**src/rtl/fft_pkg.sv**
```systemverilog
// ---------------------------------------------------------------------------
// fft_pkg
// Shared definitions for the in-place radix-2 DIT FFT butterfly scheduler:
//   - default transform geometry (N, LOG2N, BF_LAT)
//   - scheduler state encoding
//   - bfly_addr(): maps (stage, butterfly index) to the two sample addresses
//     and the twiddle index used by the DFT2 unit.
// ---------------------------------------------------------------------------
package fft_pkg;

    localparam int N_DEF      = 8;
    localparam int LOG2N_DEF  = 3;
    localparam int BF_LAT_DEF = 1;

    typedef enum logic [1:0] {
        IDLE  = 2'd0,
        RUN   = 2'd1,
        DRAIN = 2'd2,
        DONE  = 2'd3
    } state_t;

    // Full-width result; callers truncate to LOG2N bits.
    typedef struct packed {
        logic [31:0] addr_a;
        logic [31:0] addr_b;
        logic [31:0] tw_idx;
    } bfly_addr_t;

    // Stage s pairs samples that are span = 2^s apart. Butterfly k sits at
    // offset pos inside group grp; each group covers 2*span samples.
    // The twiddle exponent is pos scaled up to the N-point twiddle table.
    // For s > log2n-1 the shift amount wraps and the twiddle becomes 0; such
    // stage values are never issued.
    function automatic bfly_addr_t bfly_addr(input int unsigned log2n,
                                             input int unsigned s,
                                             input int unsigned k);
        int unsigned span;
        int unsigned pos;
        int unsigned grp;
        bfly_addr_t  r;
        span     = 32'd1 << s;
        pos      = k & (span - 32'd1);
        grp      = k >> s;
        r.addr_a = grp * 32'd2 * span + pos;
        r.addr_b = r.addr_a + span;
        r.tw_idx = pos << (log2n - 32'd1 - s);
        return r;
    endfunction

endpackage

```
**src/rtl/fft_addr_gen.sv**
```systemverilog
// ---------------------------------------------------------------------------
// fft_addr_gen
// Purely combinational butterfly address generator.
// Ports:
//   stage   in   LOG2N    FFT stage 0..LOG2N-1
//   k       in   LOG2N-1  butterfly index within the stage 0..N/2-1
//   addr_a  out  LOG2N    upper-leg sample address
//   addr_b  out  LOG2N    lower-leg sample address (addr_a + 2^stage)
//   tw_idx  out  LOG2N    twiddle index for the DFT2 unit
// ---------------------------------------------------------------------------
module fft_addr_gen
    import fft_pkg::*;
#(
    parameter int LOG2N = LOG2N_DEF
) (
    input  logic [LOG2N-1:0] stage,
    input  logic [LOG2N-2:0] k,
    output logic [LOG2N-1:0] addr_a,
    output logic [LOG2N-1:0] addr_b,
    output logic [LOG2N-1:0] tw_idx
);

    bfly_addr_t res;

    always_comb begin
        res    = bfly_addr(LOG2N, 32'(stage), 32'(k));
        addr_a = LOG2N'(res.addr_a);
        addr_b = LOG2N'(res.addr_b);
        tw_idx = LOG2N'(res.tw_idx);
    end

endmodule

```
**src/rtl/fft_bfly_scheduler.sv**
```systemverilog
// ---------------------------------------------------------------------------
// fft_bfly_scheduler
// Sequences an in-place N-point radix-2 DIT FFT through a single shared DFT2
// butterfly: N/2 butterflies per stage, LOG2N stages, a BF_LAT-cycle drain
// between stages so that a stage never reads a sample before the previous
// stage's write to it has landed.
// Ports:
//   clk                 rising-edge clock
//   rst                 asynchronous active-high reset (aborts, no done)
//   start               transform request, sampled only while idle
//   busy                high while butterflies are issued or draining
//   done                one-cycle pulse after the last write-back
//   stage               current stage
//   bf_valid            a butterfly is issued this cycle
//   rd_addr_a/rd_addr_b sample RAM read addresses for the butterfly
//   tw_idx              twiddle index for the DFT2, valid with bf_valid
//   wr_en               write the DFT2 results back
//   wr_addr_a/wr_addr_b write addresses (read addresses delayed BF_LAT)
// ---------------------------------------------------------------------------
module fft_bfly_scheduler
    import fft_pkg::*;
#(
    parameter int N      = N_DEF,
    parameter int LOG2N  = LOG2N_DEF,
    parameter int BF_LAT = BF_LAT_DEF
) (
    input  logic             clk,
    input  logic             rst,
    input  logic             start,
    output logic             busy,
    output logic             done,
    output logic [LOG2N-1:0] stage,
    output logic             bf_valid,
    output logic [LOG2N-1:0] rd_addr_a,
    output logic [LOG2N-1:0] rd_addr_b,
    output logic [LOG2N-1:0] tw_idx,
    output logic             wr_en,
    output logic [LOG2N-1:0] wr_addr_a,
    output logic [LOG2N-1:0] wr_addr_b
);

    localparam int KW = LOG2N - 1;
    localparam int DW = (BF_LAT > 1) ? $clog2(BF_LAT) : 1;
    localparam int WW = 1 + 2 * LOG2N;

    localparam logic [KW-1:0]    K_LAST = KW'(N / 2 - 1);
    localparam logic [LOG2N-1:0] S_LAST = LOG2N'(LOG2N - 1);
    localparam logic [DW-1:0]    D_LAST = DW'(BF_LAT - 1);

    state_t           state_reg;
    logic [KW-1:0]    k_reg;
    logic [LOG2N-1:0] stage_reg;
    logic [DW-1:0]    drain_reg;

    // Address generator looks one butterfly ahead so the read address,
    // twiddle and bf_valid can all be registered together.
    logic [LOG2N-1:0] gen_stage;
    logic [KW-1:0]    gen_k;
    logic [LOG2N-1:0] gen_a;
    logic [LOG2N-1:0] gen_b;
    logic [LOG2N-1:0] gen_tw;

    always_comb begin
        gen_stage = '0;
        gen_k     = '0;
        case (state_reg)
            RUN: begin
                gen_stage = stage_reg;
                gen_k     = k_reg + 1'b1;
            end
            DRAIN: begin
                gen_stage = stage_reg + 1'b1;
                gen_k     = '0;
            end
            default: begin
                gen_stage = '0;
                gen_k     = '0;
            end
        endcase
    end

    fft_addr_gen #(
        .LOG2N (LOG2N)
    ) u_addr_gen (
        .stage  (gen_stage),
        .k      (gen_k),
        .addr_a (gen_a),
        .addr_b (gen_b),
        .tw_idx (gen_tw)
    );

    always_ff @(posedge clk or posedge rst) begin
        if (rst) begin
            state_reg <= IDLE;
            k_reg     <= '0;
            stage_reg <= '0;
            drain_reg <= '0;
            busy      <= 1'b0;
            done      <= 1'b0;
            bf_valid  <= 1'b0;
            rd_addr_a <= '0;
            rd_addr_b <= '0;
            tw_idx    <= '0;
        end else begin
            case (state_reg)
                IDLE: begin
                    if (start) begin
                        state_reg <= RUN;
                        k_reg     <= '0;
                        stage_reg <= '0;
                        busy      <= 1'b1;
                        bf_valid  <= 1'b1;
                        rd_addr_a <= gen_a;
                        rd_addr_b <= gen_b;
                        tw_idx    <= gen_tw;
                    end
                end
                RUN: begin
                    if (k_reg == K_LAST) begin
                        state_reg <= DRAIN;
                        k_reg     <= '0;
                        drain_reg <= '0;
                        bf_valid  <= 1'b0;
                    end else begin
                        k_reg     <= k_reg + 1'b1;
                        rd_addr_a <= gen_a;
                        rd_addr_b <= gen_b;
                        tw_idx    <= gen_tw;
                    end
                end
                DRAIN: begin
                    if (drain_reg == D_LAST) begin
                        drain_reg <= '0;
                        if (stage_reg == S_LAST) begin
                            state_reg <= DONE;
                            stage_reg <= '0;
                            busy      <= 1'b0;
                            done      <= 1'b1;
                        end else begin
                            state_reg <= RUN;
                            stage_reg <= stage_reg + 1'b1;
                            bf_valid  <= 1'b1;
                            rd_addr_a <= gen_a;
                            rd_addr_b <= gen_b;
                            tw_idx    <= gen_tw;
                        end
                    end else begin
                        drain_reg <= drain_reg + 1'b1;
                    end
                end
                DONE: begin
                    state_reg <= IDLE;
                    done      <= 1'b0;
                end
                default: begin
                    state_reg <= IDLE;
                end
            endcase
        end
    end

    assign stage = stage_reg;

    // Write-back delay line: tap 0 captures the issued butterfly, the last
    // tap lines up with the DFT2 result BF_LAT cycles later.
    for (genvar gi = 0; gi < BF_LAT; gi++) begin : g_dly
        logic [WW-1:0] tap_reg;
        if (gi == 0) begin : g_head
            always_ff @(posedge clk or posedge rst) begin
                if (rst) begin
                    tap_reg <= '0;
                end else begin
                    tap_reg <= {bf_valid, rd_addr_a, rd_addr_b};
                end
            end
        end else begin : g_body
            always_ff @(posedge clk or posedge rst) begin
                if (rst) begin
                    tap_reg <= '0;
                end else begin
                    tap_reg <= g_dly[gi-1].tap_reg;
                end
            end
        end
    end

    assign {wr_en, wr_addr_a, wr_addr_b} = g_dly[BF_LAT-1].tap_reg;

endmodule

```
**config.mk**
```make
export PLATFORM = sky130hd
export DESIGN_NAME = fft_bfly_scheduler
export DESIGN_NICKNAME = d
export VERILOG_FILES = /design/src/rtl/fft_pkg.sv /design/src/rtl/fft_addr_gen.sv /design/src/rtl/fft_bfly_scheduler.sv
export SDC_FILE = /design/constraint.sdc
export NUM_CORES = 1
export LEC_CHECK = 0
export BUFFER_PORTS_ARGS = -buffer_cell sky130_fd_sc_hd__buf_4
export CAP_MARGIN = 30
export CORE_AREA = 5 5 80 53
export CTS_CLUSTER_DIAMETER = 30
export DETAILED_ROUTE_END_ITERATION = 6
export DIE_AREA = 0 0 85 58
export GPL_TIMING_DRIVEN = 0
export PLACE_DENSITY = 0.61
export SKIP_LAST_GASP = 1
export SLEW_MARGIN = 20
export SYNTH_ARGS = -nofsm -noshare
export SYNTH_HDL_FRONTEND = slang
export SYNTH_SLANG_ARGS = --single-unit
```
**constraint.sdc**
```tcl
create_clock -name clk -period 7.5 [get_ports clk]
set_input_delay 0.75 -clock clk [delete_from_list [all_inputs] [get_ports clk]]
set_output_delay 0.75 -clock clk [all_outputs]
set_load 0.005 [all_outputs]
```
# After elaboration in Yosys (flattened, before gate mapping)
# Index checks and enable logic that the tools add are counted.
totals:
  ff_bits: 27
  inputBits: 3
  output_inout_bits: 22
classes:
  addsub: 7
  mul: 1
  n_eq_ne: 11
  shifts: 3
  n_mux: 42
  bitwise: 1
  n_reduce_logical: 14
ops:
  columns: ["op", "n"]
  rows:
  - ["two-way mux 3 bit", 15]
  - ["bitwise AND 2 x 32 -> 32 bit", 1]
  - ["multiplier 31 x 32 -> 2 bit", 1]
  - ["left shift 1 x 3 -> 32 bit (first input constant)", 1]
  - ["left shift 32 x 32 -> 3 bit", 1]
  - ["subtractor 32 x 1 -> 32 bit (second input constant)", 1]
  - ["right shift 2 x 3 -> 31 bit", 1]
  - ["case mux 3 bit (3 select lines)", 3]
  - ["two-way mux 2 bit", 7]
  - ["inequality test 2 bit (second input constant)", 6]
  - ["case mux 3 bit (2 select lines)", 2]
  - ["AND reduction 5 bit", 2]
  - ["two-way mux 1 bit", 9]
  - ["AND reduction 3 bit", 3]
  - ["case mux 2 bit (4 select lines)", 1]
  - ["nonzero test 2 bit", 4]
  - ["adder 3 bit", 2]
  - ["equality test 2 bit (second input constant)", 3]
  - ["case mux 1 bit (2 select lines)", 3]
  - ["case mux 2 bit (2 select lines)", 1]
  - ["AND reduction 2 bit", 2]
  - ["AND reduction 4 bit", 1]
  - ["subtractor 2 x 3 -> 4 bit (first input constant)", 1]
  - ["adder 3 x 1 -> 3 bit (second input constant)", 1]
  - ["other kinds (7)", 7]

# Depth between registers and ports, before layout
# Gate-level depths: netlist (run 1).
logic_depth:
  word_depth: 10
  ltp_mapped: 15
  ltp_nobuf: 14

# By module
# From an unflattened synthesis (run 1), not the netlist that was laid out.
unflattened:
  hier_cells: 131
  hier_area_um2: 1508.9
by_module_without_submodules:
  columns: ["mod", "instances", "cells_each", "area_each_um2", "seq_area_each_um2"]
  rows:
  - ["fft_bfly_scheduler", 1, 92, 1162.4, 650.6]
  - ["fft_addr_gen", 1, 39, 346.6, 0.0]

# Worst setup path after synthesis (run 1)
# OpenSTA, ideal clock, no wires.
synth_path:
  path_type: "register -> register"
  start: "register state_reg[0]"
  end: "register rd_addr_b[2]"
  arrival_time_ns: 2.878
  required_time_ns: 7.424
  path_slack_ns: 4.546
  path_stages_with_launch: 16
  n_path_buf: 1
  path_cell_list: "dfrtp_1 -> inv_1 -> ha_1 -> clkbuf_4 -> inv_2 -> o21ai_1 -> nand2_1 -> ha_1 -> xor2_1 -> a21oi_1 -> ha_1 -> inv_1 -> fa_1 -> xor2_1 -> xnor3_1 -> o21ai_1"
synth_via:
  elab_chain_cells: 10
synth_lines:
  columns: ["element", "line_no", "rtl"]
  rows:
  - ["start: declaration", "fft_bfly_scheduler.sv:50", "state_t state_reg;"]
  - ["start signal: assignment", "fft_bfly_scheduler.sv:94", "state_reg <= IDLE;"]
  - ["start signal: assignment", "fft_bfly_scheduler.sv:108", "state_reg <= RUN;"]
  - ["start signal: assignment", "fft_bfly_scheduler.sv:120", "state_reg <= DRAIN;"]
  - ["parallel branches: the longest is 5 deep, another holds multiplier 31 x 32 -> 2 bit", null, null]
  - ["adder 3 bit *", "fft_pkg.sv:44", "r.addr_a = grp * 32'd2 * span + pos;"]
  - ["named net gen_a[1]", "fft_bfly_scheduler.sv:59", "logic [LOG2N-1:0] gen_a;"]
  - ["adder 3 bit *", "fft_pkg.sv:45", "r.addr_b = r.addr_a + span;"]
  - ["two-way mux 3 bit", "fft_bfly_scheduler.sv:134", "if (stage_reg == S_LAST) begin"]
  - ["two-way mux 3 bit", "fft_bfly_scheduler.sv:132", "if (drain_reg == D_LAST) begin"]
  - ["case mux 3 bit (3 select lines) *", "fft_bfly_scheduler.sv:105", "case (state_reg)"]
  - ["end signal: assignment", "fft_bfly_scheduler.sv:114", "rd_addr_b <= gen_b;"]
  - ["end signal: assignment", "fft_bfly_scheduler.sv:127", "rd_addr_b <= gen_b;"]
  - ["end signal: assignment", "fft_bfly_scheduler.sv:144", "rd_addr_b <= gen_b;"]
  - ["end: declaration", "fft_bfly_scheduler.sv:35", "output logic [LOG2N-1:0] rd_addr_b,"]
# Mark *: on every way through the listed nets, which the timed path passes. The select of a mux whose other input is x is not followed.
# A chain may end at the register's enable or synchronous reset.

# Final worst setup path (run 1)
# Ends and elaborated chain as after synthesis.

==> results of run 1 <==
-- synth_stat cells --
master                      number  area [sq um]
sky130_fd_sc_hd__o41ai_1         2          17.5
sky130_fd_sc_hd__a21oi_2         1          8.76
sky130_fd_sc_hd__or3_1           2          12.5
sky130_fd_sc_hd__inv_1          10          37.5
sky130_fd_sc_hd__nand3_1         3          15.0
sky130_fd_sc_hd__buf_2           1          5.00
sky130_fd_sc_hd__clkbuf_4        1          7.51
sky130_fd_sc_hd__a21o_4          1          15.0
sky130_fd_sc_hd__o21ai_0        13          65.1
sky130_fd_sc_hd__ha_1           13           163
sky130_fd_sc_hd__o21ai_1         6          30.0
sky130_fd_sc_hd__nor4b_1         1          8.76
sky130_fd_sc_hd__xnor3_1         1          22.5
sky130_fd_sc_hd__xnor2_1         2          17.5
sky130_fd_sc_hd__buf_6           1          11.3
sky130_fd_sc_hd__inv_2           2          7.51
sky130_fd_sc_hd__a22o_1          1          8.76
sky130_fd_sc_hd__o211ai_1        1          7.51
sky130_fd_sc_hd__nor2_1          6          22.5
sky130_fd_sc_hd__a22oi_1         1          7.51
sky130_fd_sc_hd__a21boi_2        1          11.3
sky130_fd_sc_hd__nand2b_1        3          18.8
sky130_fd_sc_hd__a21oi_4         1          16.3
sky130_fd_sc_hd__nor2b_1         4          25.0
sky130_fd_sc_hd__nor3_1          2          10.0
sky130_fd_sc_hd__mux2i_1         1          10.0
sky130_fd_sc_hd__a32o_1          1          10.0
sky130_fd_sc_hd__fa_1            1          20.0
sky130_fd_sc_hd__a21oi_1         6          30.0
sky130_fd_sc_hd__or3_4           1          11.3
sky130_fd_sc_hd__dfrtp_1        26           651
sky130_fd_sc_hd__conb_1          1          3.75
sky130_fd_sc_hd__a41oi_1         1          8.76
sky130_fd_sc_hd__xor2_1          2          17.5
sky130_fd_sc_hd__nand3b_2        1          11.3
sky130_fd_sc_hd__o31ai_1         2          15.0
sky130_fd_sc_hd__a31oi_1         1          6.26
sky130_fd_sc_hd__nand3b_1        1          7.51
sky130_fd_sc_hd__nand2_1        21          78.8
sky130_fd_sc_hd__a2111oi_0       1          8.76
-- worst max path at each step --
stage                   endpoint  slack [ps]         start  cells after the start
finish              rd_addr_b[2]        4080  state_reg[0]                     15
global route        rd_addr_b[2]        3810  state_reg[0]                     15
CTS                 rd_addr_b[2]        4010  state_reg[0]                     15
detailed placement  rd_addr_b[2]        4040  state_reg[0]                     15
global placement    rd_addr_b[2]        4190  state_reg[0]                     15
floorplan           rd_addr_b[2]        4550  state_reg[0]                     15
-- area by class of cell --
type                            count  area (sq um)
Fill cell                         324          1670
Multi-Input combinational cell    106           742
Sequential cell                    26           651
Timing Repair Buffer               24           180
Tap cell                           47          58.8
Inverter                           12          45.0
Clock buffer                        3          41.3
Clock inverter                      1          30.0
Buffer                              3          23.8
-- cells in the final DEF (no fill, tap or decap), types with 3 or more instances in the layout --
cell type	count
sky130_fd_sc_hd__dfrtp_1	26
sky130_fd_sc_hd__buf_4	24
sky130_fd_sc_hd__nand2_1	21
sky130_fd_sc_hd__o21ai_0	13
sky130_fd_sc_hd__ha_1	13
sky130_fd_sc_hd__inv_1	9
sky130_fd_sc_hd__nor2_1	6
sky130_fd_sc_hd__o21ai_1	6
sky130_fd_sc_hd__a21oi_1	6
sky130_fd_sc_hd__nor2b_1	4
sky130_fd_sc_hd__inv_2	3
sky130_fd_sc_hd__nand2b_1	3
sky130_fd_sc_hd__nand3_1	3
sky130_fd_sc_hd__clkbuf_8	3
-- per-layer routing --
metal / vias up / track usage, % / routed length [um]
li1: 565 / - / -
met1: 547 / 18.2 / 1480
met2: 34 / 20.2 / 1350
met3: 6 / 5.40 / 192
met4: 0 / 3.61 / 32
met5: - / 0 / 0
-- kinds of logic after synthesis --
kind of cell,synth area share [%]
AO/OA/AOI/OAI,18.2
buffers and inverters,4.71
flip-flops,44.5
adder cells (fa/ha/maj),12.5
multiplexers,0.685
XOR/XNOR,3.94
AND/OR/NAND/NOR,15.2
other,0.257
-- where the power goes --
part | internal (mW) | total, mW | switching [mW]
clock | 0.0714 | 0.116 | 0.0446
combinational | 0.190 | 0.431 | 0.241
sequential | 0.191 | 0.233 | 0.0422
==> results.cfg, run 1 <==
[run_status]
run_status = complete, no violations

[cts]
htree_levels = 1
clk_path_buf_depth = 2
clk_pin_slew_ps = 90
cts_post_setup_buffers_inserted = 0
clk-insertion-delay-late_ps = 270
cts_hold_buf = 0
post_cts.resized_instances = 0
tritoncts = done
cts_sinks = 26
clock_tree.root_cell = sky130_fd_sc_hd__clkbuf_8
total_clock_buffers_created_by_cts = 3

[routing]
vias = 1152
drc = 0
wl_per_cell_um = 13.7
drtPass1Iterations = 4
vias_per_cell = 5.19
finalWirelength_um = 3050
detailedRoute.firstIterationViolations = 53
route.antenna.remaining_nets = 0

[sta]
finalWorstSetupSlack_ps = 4080
final_min_period_over_clock_period_pct = 45.7
holdWs_ps = 406
rsz0062_at_grt = no
max_clock_freq_mhz = 292
timing_hold_violations_final = 0
timing.final.crit_period_ps = 3420
finalSetupViolCount = 0
timing_worst_slew_pin_value_ps = 513
timing_max_transition_violations_final = 0
totalNegativeSetupSlack_ps = 0
headroom_to_the_max_slew_limit_pct = 64.9
finClkSkew_ps = 7.06

[hold_path]
min_delay_path_depth = 0
min_delay_worst_endpoint = g_dly[0].tap_reg[6]
worstHoldStart = bf_valid
timing.hold.worst.class = reg -> reg

[finish]
final_cell_area_sq_um = 1770
design.final.nets = 193
post-route-util_pct = 51.4
diodes = 0
areaGrowthSynthToFinish_pct = 21.2
share_of_final_layout_standard_cells_stronger_than_drive_strength_1_pct = 22.9
finish.cell_count_without_fillers = 222
largest_reg_flops = 7

[grt]
wire_length_of_the_first_global_routing_pass_um = 5300
track_usage_pct = 13.5
grt_pass1_vias = 1151
antenna_found_initial = 0
grt_start_max_net_pins = 27
grt_overflow_total = 0

[worst_setup_path]
crit_required_ps = 7700
critPathSlowestCell = sky130_fd_sc_hd__a2111oi_0
worstPathArrival_ps = 3620
ff_to_ff_path_depth = 15
slowest_delay_ps = 440
crit_type = reg -> reg
cell_family_contributing_the_most_delay_on_the_critical_path = adder cells
reg2reg_to = rd_addr_b[2]
reg2reg_from = state_reg[0]
ff2ff_setup_slack_ps = 4080
worst_path_most_repeated_cell = sky130_fd_sc_hd__ha_1
critPathBufInv = 4
setup.worst_path.start_class = flop
worstPathCellList = inv_1 > ha_1 > clkbuf_4 > inv_2 > o21ai_1 > nand2_1 > ha_1 > nand2_1 > a2111oi_0 > ha_1 > inv_1 > fa_1 > xor2_1 > xnor3_1 > o21ai_1
path_max_fanout = 10
critical_path_end_type = flop

[floorplan]
start_util_pct = 42.4
core_area_sq_um = 3450
io-pin-count = 25
fp.dieArea_sq_um = 4930
die_w_um = 85
fp.dieH_um = 58
row_count = 17

[placed_design]
finalWeightedCongestion = 0.851
place_ws_ps = 4040
io_buffers = 24
hpwl_detailed_um = 2370
placed_cell_area_sq_um = 1700
cell_count_post_placement = 218

[logic_synthesis]
syn-mean-instance-area_sq_um = 9.94
synthDistinctLibCells = 40
synth_seq_area_share_pct = 44.5
postSynthNetCount = 164
synthCells = 147
yosysWarningCount = 0
mappedNetlistArea_sq_um = 1460
post_synthesis_register_bit_count = 26

[job]
drv_cap = 0

[power_and_ir_drop]
powerDensity_nw_per_um2 = 440
p_leak_nw = 0.839
totalPowerFinal_mw = 0.780
ir_drop_uv = 165
(Power assumes the default switching activity.)
==> run 2, diff against run 1 <==
Settings changed: ABC_AREA set to 1, CORE_AREA 5 5 80 53 to 5 5 81 53, DIE_AREA 0 0 85 58 to 0 0 86 58, PLACE_DENSITY 0.61 to 0.64.
Clock period 7.5 ns to 3.08 ns, I/O delays scaled along.
==> results.cfg, run 2 <==
[sta]
max_clock_freq_mhz = 337
finalSetupViolCount = 0
headroom_to_the_max_slew_limit_pct = 66.0
finClkSkew_ps = 5.29
timing.final.crit_period_ps = 2970
timing_worst_slew_pin_value_ps = 510
timing_max_transition_violations_final = 0
totalNegativeSetupSlack_ps = 0
finalWorstSetupSlack_ps = 113
final_min_period_over_clock_period_pct = 96.3
timing_hold_violations_final = 0

[finish]
design.final.nets = 236
post-route-util_pct = 56.0
layout_commonest_cell = sky130_fd_sc_hd__nand2_1
share_of_final_layout_standard_cells_stronger_than_drive_strength_1_pct = 29.8
final_cell_mix = sky130_fd_sc_hd__nand2_1 (39), sky130_fd_sc_hd__buf_4 (32), sky130_fd_sc_hd__dfrtp_1 (25), sky130_fd_sc_hd__inv_1 (23), sky130_fd_sc_hd__nand3_1 (13)
diodes = 0
areaGrowthSynthToFinish_pct = 30.3
finish.cell_count_without_fillers = 265
largest_reg_flops = 7

[logic_synthesis]
share_of_the_synthesized_area_in_compound_gates_ao_oa_aoi_oai_pct = 11.5
synth_ff_type = sky130_fd_sc_hd__dfrtp_1
synth_mux_area_share_pct = 0.747
post_synthesis_register_bit_count = 26
synth_common_cells = sky130_fd_sc_hd__nand2_1 (40), sky130_fd_sc_hd__inv_1 (29), sky130_fd_sc_hd__dfrtp_1 (26)
postSynthNetCount = 197
synth_simple_gate_area_share_pct = 22.4
ys_async_sr_fraction_pct = 100
post-synth-top-count-cell = sky130_fd_sc_hd__nand2_1
synth-edff-count = 0
synthDistinctLibCells = 30
main_combinational_cell_family_by_area_after_synthesis = simple AND/OR/NAND/NOR gates
synth-adder-area-share_pct = 12.1
yosysWarningCount = 0
mappedNetlistArea_sq_um = 1510
synth_seq_area_share_pct = 43.2
synthCells = 180
synthXorXnorAreaFrac_pct = 0.581
synthDominantCellAreaShare_pct = 43.2
synth_top_area_cell = sky130_fd_sc_hd__dfrtp_1
syn-mean-instance-area_sq_um = 8.38
netlist_top_cells_area = sky130_fd_sc_hd__dfrtp_1 (43%), sky130_fd_sc_hd__ha_1 (11%), sky130_fd_sc_hd__nand2_1 (10%)

[floorplan]
row_count = 17
die_w_um = 86
start_util_pct = 43.0
fp.dieArea_sq_um = 4990
io-pin-count = 25
core_area_sq_um = 3510
fp.dieH_um = 58

[cts]
clk_path_buf_depth = 2
htree_levels = 1
clk_pin_slew_ps = 90
cts_sinks = 26
clock_tree.root_cell = sky130_fd_sc_hd__clkbuf_8
cts_hold_buf = 0
clk-insertion-delay-late_ps = 270
total_clock_buffers_created_by_cts = 3
tritoncts = done

[grt]
antenna_found_initial = 0
grt_pass1_vias = 1180
wire_length_of_the_first_global_routing_pass_um = 5450
track_usage_pct = 13.9
grt_start_max_net_pins = 16
grt_overflow_total = 0

[placed_design]
cell_count_post_placement = 252
place_ws_ps = -303
io_buffers = 24
finalWeightedCongestion = 0.793
hpwl_detailed_um = 2530

[worst_setup_path]
ff2ff_setup_slack_ps = 110
crit_type = reg -> reg
crit_required_ps = 3250
worstPathArrival_ps = 3140
critical_path_end_type = flop
path_max_fanout = 6
setup.worst_path.start_class = flop

[power_and_ir_drop]
powerDensity_nw_per_um2 = 977
p_leak_nw = 1.00
switchingPower_mw = 0.795
cell_internal_pwr_mw = 1.12
seqPwrFrac_pct = 27.8
ir_drop_uv = 384
part_of_the_total_power_dissipated_in_the_clock_network_pct = 14.6
p_sw_share_pct = 41.4
power_frac_comb_pct = 57.6
totalPowerFinal_mw = 1.92

[routing]
finalWirelength_um = 3350
drc = 0
wl_per_cell_um = 12.6
route.antenna.remaining_nets = 0
vias = 1300
drtPass1Iterations = 4
detailedRoute.firstIterationViolations = 51
vias_per_cell = 4.91

[hold_path]
timing.hold.worst.class = in -> async

[run_status]
run_status = complete, no violations

[job]
drv_cap = 0
==> run 2: what timing repair did <==
item	CTS	global route
resized for setup	7	11
pin swaps	2	2
endpoints found under the setup margin	2	2
setup buffers	5	4
==> run 2: metal layers <==
| metal | global-route usage (%) | share of wire (%) | vias up |
|---|---|---|---|
| met5 | 0 | 0 | - |
| met4 | 1.35 | 0.24 | 0 |
| met2 | 21.7 | 43 | 31 |
| li1 | - | - | 657 |
| met1 | 19.6 | 51 | 610 |
| met3 | 4.26 | 5.6 | 2 |
==> run 2: worst paths after layout <==
path	from	end	cells after the start
max	state_reg[1]	rd_addr_b[2]	20
min	rst	g_dly[0].tap_reg[0]	2
min in group clk	rd_addr_b[1]	g_dly[0].tap_reg[1]	0
max in group asynchronous	rst	stage[0]	3
max reg2reg	state_reg[1]	rd_addr_b[2]	20
min reg2reg	rd_addr_b[1]	g_dly[0].tap_reg[1]	0
==> run 2: logic make-up after synthesis <==
| logic type | count (synthesis) |
|---|---|
| AND/OR/NAND/NOR | 76 |
| XOR/XNOR | 1 |
| AO/OA/AOI/OAI | 27 |
| other | 1 |
| adder cells (fa/ha/maj) | 14 |
| buffers and inverters | 34 |
| flip-flops | 26 |
| multiplexers | 1 |
==> run 2: metrics by stage <==
stage	area, sq um	hold slack [ps]
6_report	1960	60.7
3_3_place_gp	1750	384
5_1_grt	1960	102
2_1_floorplan	1510	348
3_5_place_dp	1760	377
4_1_cts	1900	71.9
==> run 2: worst max-delay path, cell delays in order, from the launching register on <==
cell and delay, ps:
sky130_fd_sc_hd__dfrtp_1 410, sky130_fd_sc_hd__inv_2 110, sky130_fd_sc_hd__ha_2 180, sky130_fd_sc_hd__buf_6 110
sky130_fd_sc_hd__nand2_1 90, sky130_fd_sc_hd__a21oi_4 180, sky130_fd_sc_hd__inv_2 80, sky130_fd_sc_hd__ha_4 180
sky130_fd_sc_hd__inv_2 60, sky130_fd_sc_hd__nand3_1 70, sky130_fd_sc_hd__and2_1 190, sky130_fd_sc_hd__inv_1 60
sky130_fd_sc_hd__nor2_1 40, sky130_fd_sc_hd__ha_1 270, sky130_fd_sc_hd__inv_1 60, sky130_fd_sc_hd__fa_2 370
sky130_fd_sc_hd__xnor2_2 150, sky130_fd_sc_hd__inv_1 60, sky130_fd_sc_hd__nand3_1 70, sky130_fd_sc_hd__nand3_1 80
sky130_fd_sc_hd__nand2_1 50
==> run 2: final cells by class <==
| class | instances | area, sq um |
|---|---|---|
| repair buffers | 34 | 267 |
| inverters | 31 | 116 |
| flip-flops and latches | 26 | 652 |
| clock inverters | 1 | 30.0 |
| fillers | 314 | 1550 |
| well taps | 47 | 58.8 |
| clock buffers | 3 | 41.3 |
| multi-input cells | 120 | 772 |
| plain buffers | 3 | 27.5 |
==> run 2: power by group through the flow <==
stage | clock, mW | combinational [mW] | sequential, mW
after floorplan | 0 | 0.623 | 0.544
after global placement | 0 | 0.902 | 0.540
after detailed placement | 0 | 0.928 | 0.548
after CTS | 0.295 | 1.02 | 0.532
after global routing | 0.307 | 1.25 | 0.551
final | 0.280 | 1.11 | 0.533
